--- config.mk ---
export PLATFORM = sky130hd
export DESIGN_NAME = bsg_credit_packet_arbiter
export DESIGN_NICKNAME = d
export VERILOG_FILES = /design/src/rtl/bsg_credit_packet_arbiter.sv
export SDC_FILE = /design/constraint.sdc
export NUM_CORES = 1
export LEC_CHECK = 0
export ABC_CLOCK_PERIOD_IN_PS = 2500
export BUFFER_PORTS_ARGS = -buffer_cell sky130_fd_sc_hd__buf_2
export CORE_UTILIZATION = 39
export CTS_CLUSTER_SIZE = 14
export DETAILED_ROUTE_END_ITERATION = 6
export GPL_ROUTABILITY_DRIVEN = 0
export PLACE_DENSITY = 0.75
export SYNTH_ARGS = -nofsm -noshare
export SYNTH_HDL_FRONTEND = slang
export SYNTH_SLANG_ARGS = --single-unit
--- constraint.sdc ---
create_clock -name clk_i -period 2.5 [get_ports clk_i]
set_input_delay 0.375 -clock clk_i [delete_from_list [all_inputs] [get_ports clk_i]]
set_output_delay 0.375 -clock clk_i [all_outputs]
set_load 0.1 [all_outputs]
--- src/rtl/bsg_credit_packet_arbiter.sv ---
// ---------------------------------------------------------------------------
// bsg_credit_packet_arbiter
//
// Round-robin arbiter sharing one credit-flow-controlled link among
// num_req_p requesters. Packets are multi-flit and never interleave: once a
// requester's first flit is accepted the link stays locked to it until its
// last flit is accepted. One credit is spent per accepted flit.
//
// Optional feature (macro BSG_CREDIT_ARB_STALL_CNT_EN):
//   defined   -> saturating credit-stall cycle counter is built
//   undefined -> no counter flops, stall_cycles_o tied to 0,
//                stall_clear_i ignored
//
// Ports:
//   clk_i            clock (credit-spending domain)
//   reset_i          synchronous active-high reset
//   v_i              per-requester flit valid
//   last_i           per-requester "offered flit ends its packet"
//   yumi_o           one-hot, flit of that requester accepted this cycle
//   grant_o          one-hot current link owner, or 0
//   locked_o         mid-packet lock held
//   credits_avail_i  credit counter has credits
//   dec_credit_o     credit-decrement strobe (= |yumi_o)
//   stall_clear_i    clears the stall counter
//   stall_cycles_o   saturating credit-stall cycle count
// ---------------------------------------------------------------------------
module bsg_credit_packet_arbiter #(
  parameter int num_req_p         = 4,
  parameter int stall_cnt_width_p = 16
) (
  input  logic                         clk_i,
  input  logic                         reset_i,
  input  logic [num_req_p-1:0]         v_i,
  input  logic [num_req_p-1:0]         last_i,
  output logic [num_req_p-1:0]         yumi_o,
  output logic [num_req_p-1:0]         grant_o,
  output logic                         locked_o,
  input  logic                         credits_avail_i,
  output logic                         dec_credit_o,
  input  logic                         stall_clear_i,
  output logic [stall_cnt_width_p-1:0] stall_cycles_o
);

  localparam int idx_w_lp = (num_req_p > 1) ? $clog2(num_req_p) : 1;
  typedef logic [idx_w_lp-1:0] idx_t;

  typedef enum logic {IDLE, LOCKED} state_e;

  state_e               state_r, state_n;
  idx_t                 owner_r, owner_n;
  idx_t                 rr_ptr_r, rr_ptr_n;
  idx_t                 pick_idx, scan_idx, win_idx;
  logic                 pick_found, win_any;
  logic [num_req_p-1:0] win_oh;
  logic                 accept;
  logic                 stall_cond;

  function automatic idx_t wrap_inc(input idx_t i);
    if (int'(i) == num_req_p - 1) return '0;
    return idx_t'(int'(i) + 1);
  endfunction

  // Round-robin pick: first valid requester scanning from rr_ptr_r upward.
  // NOTE: every variable written in a combinational block gets a default
  // first, so no path leaves it unassigned and no latch is inferred.
  always_comb begin
    pick_found = 1'b0;
    pick_idx   = '0;
    scan_idx   = '0;
    for (int k = 0; k < num_req_p; k++) begin
      scan_idx = idx_t'((int'(rr_ptr_r) + k) % num_req_p);
      if (!pick_found && v_i[scan_idx]) begin
        pick_found = 1'b1;
        pick_idx   = scan_idx;
      end
    end
  end

  // While locked the owner keeps the grant regardless of its valid.
  assign win_idx = (state_r == LOCKED) ? owner_r : pick_idx;
  assign win_any = (state_r == LOCKED) | pick_found;

  always_comb begin
    win_oh          = '0;
    win_oh[win_idx] = 1'b1;
  end

  assign grant_o      = (reset_i || !win_any) ? '0 : win_oh;
  assign yumi_o       = grant_o & v_i & {num_req_p{credits_avail_i}};
  assign accept       = |yumi_o;
  assign dec_credit_o = accept;
  assign locked_o     = !reset_i && (state_r == LOCKED);
  assign stall_cond   = (|(grant_o & v_i)) & ~credits_avail_i;

  // last_i only steers next state; it never reaches an output directly.
  always_comb begin
    state_n  = state_r;
    owner_n  = owner_r;
    rr_ptr_n = rr_ptr_r;
    if (accept) begin
      if (last_i[win_idx]) begin
        state_n  = IDLE;
        rr_ptr_n = wrap_inc(win_idx);
      end else begin
        state_n  = LOCKED;
        owner_n  = win_idx;
      end
    end
  end

  // NOTE: sequential state uses non-blocking assignments so every flop
  // samples pre-edge values regardless of statement order.
  always_ff @(posedge clk_i) begin
    if (reset_i) begin
      state_r  <= IDLE;
      owner_r  <= '0;
      rr_ptr_r <= '0;
    end else begin
      state_r  <= state_n;
      owner_r  <= owner_n;
      rr_ptr_r <= rr_ptr_n;
    end
  end

`ifdef BSG_CREDIT_ARB_STALL_CNT_EN
  logic [stall_cnt_width_p-1:0] stall_cnt_r;

  // Clear wins over increment; the count sticks at all-ones.
  always_ff @(posedge clk_i) begin
    if (reset_i || stall_clear_i) begin
      stall_cnt_r <= '0;
    end else if (stall_cond && (stall_cnt_r != '1)) begin
      stall_cnt_r <= stall_cnt_r + 1'b1;
    end
  end

  assign stall_cycles_o = stall_cnt_r;
`else
  logic unused_stall_sigs;
  assign unused_stall_sigs = stall_clear_i | stall_cond;
  assign stall_cycles_o    = '0;
`endif

endmodule
==> impl_metrics.yaml, run 1 <==
floorplan:
  die_x_um: 43.97
  initial_utilization: 0.4357
  die_area_um2: 1933
  core-area_um2: 1577
  die_h_um: 43.97
  row_count: 14
  io_pins: 38
worst_setup_path:
  slowest_delay_ns: 0.38
  cp.required_ns: 2.12
  worstSetupEndpointType: "primary output"
  worstSetupPathType: "flop to primary output"
  startpoint_type: "flop"
  cp.arrival_ns: 2.23
  rr_worst_depth: 12
  slowest_stage: "dfxtp_4"
  worstPathCellList: "buf_4, nor2_1, a221o_1, o21a_2, inv_2, ha_2, nand2_4, a41oi_4, buf_6, buf_12"
  path_max_fanout: 5
synthesis:
  muxShareOfSynthArea: 0.07468
  synth.area.top_cells: "buf_4, dfxtp_1, ha_1"
  synth_seq_cells: 5
  synth_xor_area_frac: 0
  synth-simple-area-share: 0.2969
  synthFlopType: "dfxtp_1"
  synth_top_family_by_area: "simple AND/OR/NAND/NOR gates"
  synth_compound_area_frac: 0.2077
  yosysTopAreaCell: "buf_4"
  avgSynthCellArea_um2: 8.081
  yosysUniqueCellTypes: 30
  yosys-top-cells-count: "buf_4, nor2_1, nand2_1, and2_1, dfxtp_1"
  yosysSeqAreaShare: 0.1457
  ys_warn_count: 0
  synthArstFlopShare: 0
  synthAdderAreaFrac: 0.07286
  syn-instance-count: 85
  synth_edf_count: 0
  synth_most_common_cell: "buf_4"
  synth_area_um2: 686.9
  synth_top_area_share: 0.1749
timing:
  fin_skew_ns: 0.0002108
  finalSetupViolCount: 5
  fmax_mhz: 383.2
  whs_ns: 0.4156
  min_period_ns: 2.609
  fin_crit_sh: 1.044
  setup_tns_ns: -0.3039
  grt_setup_unrepaired: "true"
  drv_slew: 0
  hold_violations: 0
  setup_slack_ns: -0.1094
cts:
  htree_levels: 1
  clk_latency_ns: 0.23
  cts-root-buf: "clkbuf_4"
  clock-sinks: 5
  cts_max_path_buffers: 2
  hold_buffers: 0
  cts_made_buffers: 3
  cts_tree: "built"
  clk_pin_slew_ns: 0.04
placed_design:
  io_buffer_count: 20
  hpwl_mm: 1.424
  dp.cells: 138
power_and_ir_drop:
  ir_drop_mv: 0.5012
  power_density_nw_per_um2: 713.4
  swShare: 0.5126
  p_int_w: 0.0004472
  switchingPower_w: 0.0004703
  leakage_nw: 0.5935
  p_comb_frac: 0.775
  clkPwrFrac: 0.099
  power.share.sequential: 0.125
worst_hold_path:
  min_path_cells: 2
  holdCritPathClass: "input port to flop"
grt:
  grt_pass1_wl_mm: 3.187
  grt_pass1_vias: 799
  grt_start_max_net_pins: 9
  antenna_found_initial: 0
  grt_util_all_layers: 0.2181
  grt_overflow: 0
outcome:
  violations: "setup timing"
  outcome: "finished with violations"
run:
  drv_cap: 0
final_layout:
  fin_nets: 156
  area_growth_pct: 87.25
  layout-drive-gt1-share: 0.6115
  fillers: 98
  num_antenna_cells: 0
  final_cells: 155
drt:
  wirelength_mm: 2.164
  ant_nets: 0
  vias: 796
  dr.pass1.iters: 6
  wl_per_cell_um: 13.96
  drc: 0
  viasPerCell: 5.135
  drt_first_iter_violations: 11
-- critical path, delay by kind of cell, from the launching register on --
family                   cells  cell delay [ns]
AO/OA/AOI/OAI                3             0.74
adder cells (fa/ha/maj)      1             0.22
buffers and inverters        4             0.52
flip-flops                   1             0.38
AND/OR/NAND/NOR              2             0.11
-- metal layers --
metal  global-route usage  up-vias  wire (µm)  share of wire
li1                     -      373          -              -
met1               0.2306      380        828           0.38
met2               0.4328       33       1169           0.54
met3              0.02083       10         78          0.036
met4              0.08485        0         88          0.041
met5                    0        -          0              0
-- state kept, by name, summed over array words and instances (netlist names) --
signal and flops:
owner_r 2, rr_ptr_r 2, state_r 1
-- layout make-up --
type                    instances  area (µm²)  area share
multi-input cells              75       634.4      0.4932
repair buffers                 51       485.5      0.3774
flip-flops and latches          5       105.1     0.08171
clock buffers                   4       26.28     0.02043
well taps                      16       20.02     0.01556
inverters                       4       15.01     0.01167
-- kinds of logic after synthesis --
group,after synthesis
simple gates,36
buf+inv,20
compound gates,14
mux,5
flops,5
fa+ha+maj,4
other cells,1
-- what timing repair did --
action / 4_1_cts / 5_1_grt
pin swaps: 8 / 6
resized for setup: 17 / 15
hold endpoints to repair: 0 / 0
endpoints found under the setup margin: 7 / 11
setup buffers: 13 / 2
gates cloned: 0 / 0
-- placed cells by master, fill, tap and decap left out, types with 2 or more instances in the layout --
cell type	instances
clkbuf_4	3
inv_2	2
nor2_1	6
mux2i_1	3
nand2_1	4
nor2_4	4
ha_2	2
buf_6	8
conb_1	16
nand2b_1	3
ha_4	2
dfxtp_1	3
inv_1	2
and2_1	5
nand2_4	3
buf_12	8
buf_4	24
and2b_1	3
a21oi_1	2
buf_2	11
-- metrics by stage --
step	total power, W	util	cell area (µm²)	setup slack [ns]
after floorplan	0.0005180	-	799.5	-0.4901
after global placement	0.0006496	0.6595	1040	-0.1358
after detailed placement	0.0006642	0.6595	1040	-0.1846
after CTS	0.0008591	0.7754	1222	-0.1372
after global routing	0.0009604	0.8159	1286	-0.2114
final	0.0009176	0.8159	1286	-0.1094
-- final timing paths --
kind / startpoint / to / slack (ns)
worst max-delay path: rr_ptr_r[1]$_SDFFE_PP0P_ / dec_credit_o / -0.11
worst min-delay path: reset_i / owner_r[0]$_SDFFE_PP0P_ / 0.42
worst max register to register: rr_ptr_r[1]$_SDFFE_PP0P_ / rr_ptr_r[1]$_SDFFE_PP0P_ / -0.05
worst min register to register: owner_r[1]$_SDFFE_PP0P_ / owner_r[1]$_SDFFE_PP0P_ / 0.50
-- power groups by stage --
| stage | clock network, W | registers (W) | logic, W |
|---|---|---|---|
| floorplan | 0 | 0.000108 | 0.000410 |
| global placement | 0 | 0.000113 | 0.000536 |
| detailed placement | 0 | 0.000115 | 0.000549 |
| CTS | 0.0000944 | 0.000113 | 0.000652 |
| global route | 0.000101 | 0.000117 | 0.000743 |
| finish | 0.0000911 | 0.000115 | 0.000712 |
No activity file was read; power rests on OpenSTA's default activity.
==> inputs of run 2 (changes only) <==
--- a/config.mk
+++ b/config.mk
@@ -5,8 +5,9 @@
 export SDC_FILE = /design/constraint.sdc
 export NUM_CORES = 1
 export LEC_CHECK = 0
-export ABC_CLOCK_PERIOD_IN_PS = 2500
+export ABC_CLOCK_PERIOD_IN_PS = 2100
 export BUFFER_PORTS_ARGS = -buffer_cell sky130_fd_sc_hd__buf_2
+export CAP_MARGIN = 0
 export CORE_UTILIZATION = 39
 export CTS_CLUSTER_SIZE = 14
 export DETAILED_ROUTE_END_ITERATION = 6
==> constraint.sdc (replaced) <==
create_clock -name clk_i -period 2.1 [get_ports clk_i]
set_input_delay 0.315 -clock clk_i [delete_from_list [all_inputs] [get_ports clk_i]]
set_output_delay 0.315 -clock clk_i [all_outputs]
set_load 0.1 [all_outputs]
==> run 2 against run 1 <==
  * The flow finishes with violations (DRC, setup timing)
  * Clock skew increased by 0.017 ns
  * Final area increased by 8.6%
  * Power increased by 33%
  * Critical path type unchanged
  * Largest cell class unchanged
  * Highest routed layer unchanged
==> impl_metrics.yaml, run 2 (same netlist as run 1, synthesis figures left out) <==
power_and_ir_drop:
  p_comb_frac: 0.790
  power_density_nw_per_um2: 876.3
  power.share.sequential: 0.113
  clkPwrFrac: 0.098
  leakage_nw: 0.6408
  swShare: 0.5147
  ir_drop_mv: 0.7364
  p_int_w: 0.0005938
  switchingPower_w: 0.0006298
  power.total_w: 0.001224
final_layout:
  reg_top3: "owner_r: 2 flops, rr_ptr_r: 2 flops, state_r: 1 flops"
  finish.utilization: 0.8857
  layout-drive-gt1-share: 0.6853
  final_cells: 159
  num_antenna_cells: 0
  fin_nets: 160
  mostFrequentLayoutCells: "buf_4, conb_1, buf_2, buf_6, buf_12"
  final_common_cell: "buf_4"
  area_growth_pct: 103.3
  fin_area_um2: 1396
floorplan:
  die_x_um: 43.97
  row_count: 14
  die_h_um: 43.97
  initial_utilization: 0.4357
  die_area_um2: 1933
  io_pins: 38
  core-area_um2: 1577
outcome:
  violations: "DRC, setup timing"
  outcome: "finished with violations"
run:
  drv_cap: 0
worst_setup_path:
  startpoint_type: "flop"
  rr_worst_depth: 14
  worstSetupPathType: "flop to primary output"
  path_max_fanout: 5
  cp.arrival_ns: 2.33
  worstSetupEndpointType: "primary output"
  cp.required_ns: 1.78
grt:
  grt_pass1_vias: 896
  grt_overflow: 0
  antenna_found_initial: 0
  grt_util_all_layers: 0.3163
  met3_usage: 0.06667
  met1_usage: 0.3092
  grt_start_max_net_pins: 9
  use_met2: 0.6090
  grt_pass1_wl_mm: 4.278
  grt_most_used_layer: "met2"
timing:
  grt_setup_unrepaired: "true"
  fin_crit_sh: 1.260
  min_period_ns: 2.646
  setup_slack_ns: -0.5463
  fmax_mhz: 377.9
  drv_slew: 0
  hold_violations: 0
  fin_skew_ns: 0.01757
  finalSetupViolCount: 14
cts:
  cts-root-buf: "clkbuf_4"
  cts_max_path_buffers: 2
  cts_tree: "built"
  hold_buffers: 0
  htree_levels: 1
  clock-sinks: 5
  cts_made_buffers: 3
  clk_latency_ns: 0.26
  clk_pin_slew_ns: 0.06
worst_hold_path:
  min_path_cells: 2
  holdCritPathClass: "input port to flop"
drt:
  drt_first_iter_violations: 25
  wl_per_cell_um: 19.09
  viasPerCell: 5.459
  drc: 3
  wirelength_mm: 3.035
  ant_nets: 0
  dr.pass1.iters: 6
  vias: 868
placed_design:
  dp.cells: 144
  place_ws_ns: -0.5445
  placed_area_um2: 1104
  io_buffer_count: 20
  hpwl_mm: 1.513
==> run 2: layout make-up <==
| class | count | area (µm²) |
|---|---|---|
| Inverter | 4 | 20.02 |
| Tap cell | 16 | 20.02 |
| Sequential cell | 5 | 105.1 |
| Multi-Input combinational cell | 75 | 673.1 |
| Timing Repair Buffer | 55 | 551.8 |
| Fill cell | 67 | 180.2 |
| Clock buffer | 4 | 26.28 |
==> run 2: repair_timing <==
action	in CTS	in global routing
resized for setup	41	8
setup endpoints to repair	14	14
setup buffers	10	2
pin swaps	13	12
==> run 2: layer usage <==
metal,vias up,share of wire
met4,0,0.049
met1,414,0.38
met3,16,0.057
li1,378,-
met5,-,0
met2,60,0.51
==> run 2: power groups by stage <==
stage / registers (W) / logic, W / clock network, W
5_1_grt: 0.000138 / 0.000996 / 0.000127
6_report: 0.000138 / 0.000966 / 0.000119
3_5_place_dp: 0.000135 / 0.000720 / 0
2_1_floorplan: 0.000128 / 0.000506 / 0
3_3_place_gp: 0.000133 / 0.000704 / 0
4_1_cts: 0.000132 / 0.000881 / 0.000117
==> run 2: path summary, 6_finish.rpt <==
check / endpoint / from / slack (ns)
hold / removal: state_r$_SDFFE_PP0P_ / reset_i / 0.36
setup reg to reg: rr_ptr_r[1]$_SDFFE_PP0P_ / rr_ptr_r[1]$_SDFFE_PP0P_ / -0.51
setup / recovery: dec_credit_o / rr_ptr_r[1]$_SDFFE_PP0P_ / -0.55
hold reg to reg: owner_r[1]$_SDFFE_PP0P_ / owner_r[1]$_SDFFE_PP0P_ / 0.49
==> run 2: stage by stage <==
| step | setup TNS, ns | hold WS (ns) |
|---|---|---|
| after global placement | -3.745 | 0.4666 |
| after detailed placement | -4.478 | 0.4833 |
| after CTS | -5.065 | 0.3407 |
| after global routing | -6.461 | 0.3671 |
| after floorplan | -4.781 | 0.3918 |
| final | -5.546 | 0.3585 |
==> run 2: worst max-delay path, cell delays in order, from the launching register on <==
cell and delay [ns]:
dfxtp_4 0.38, buf_4 0.13, buf_4 0.10, mux2i_1 0.20, nor2_1 0.09, o21a_4 0.25
inv_4 0.07, buf_12 0.11, ha_4 0.14, nand2_4 0.05, a41oi_4 0.25, buf_6 0.14
buf_12 0.16
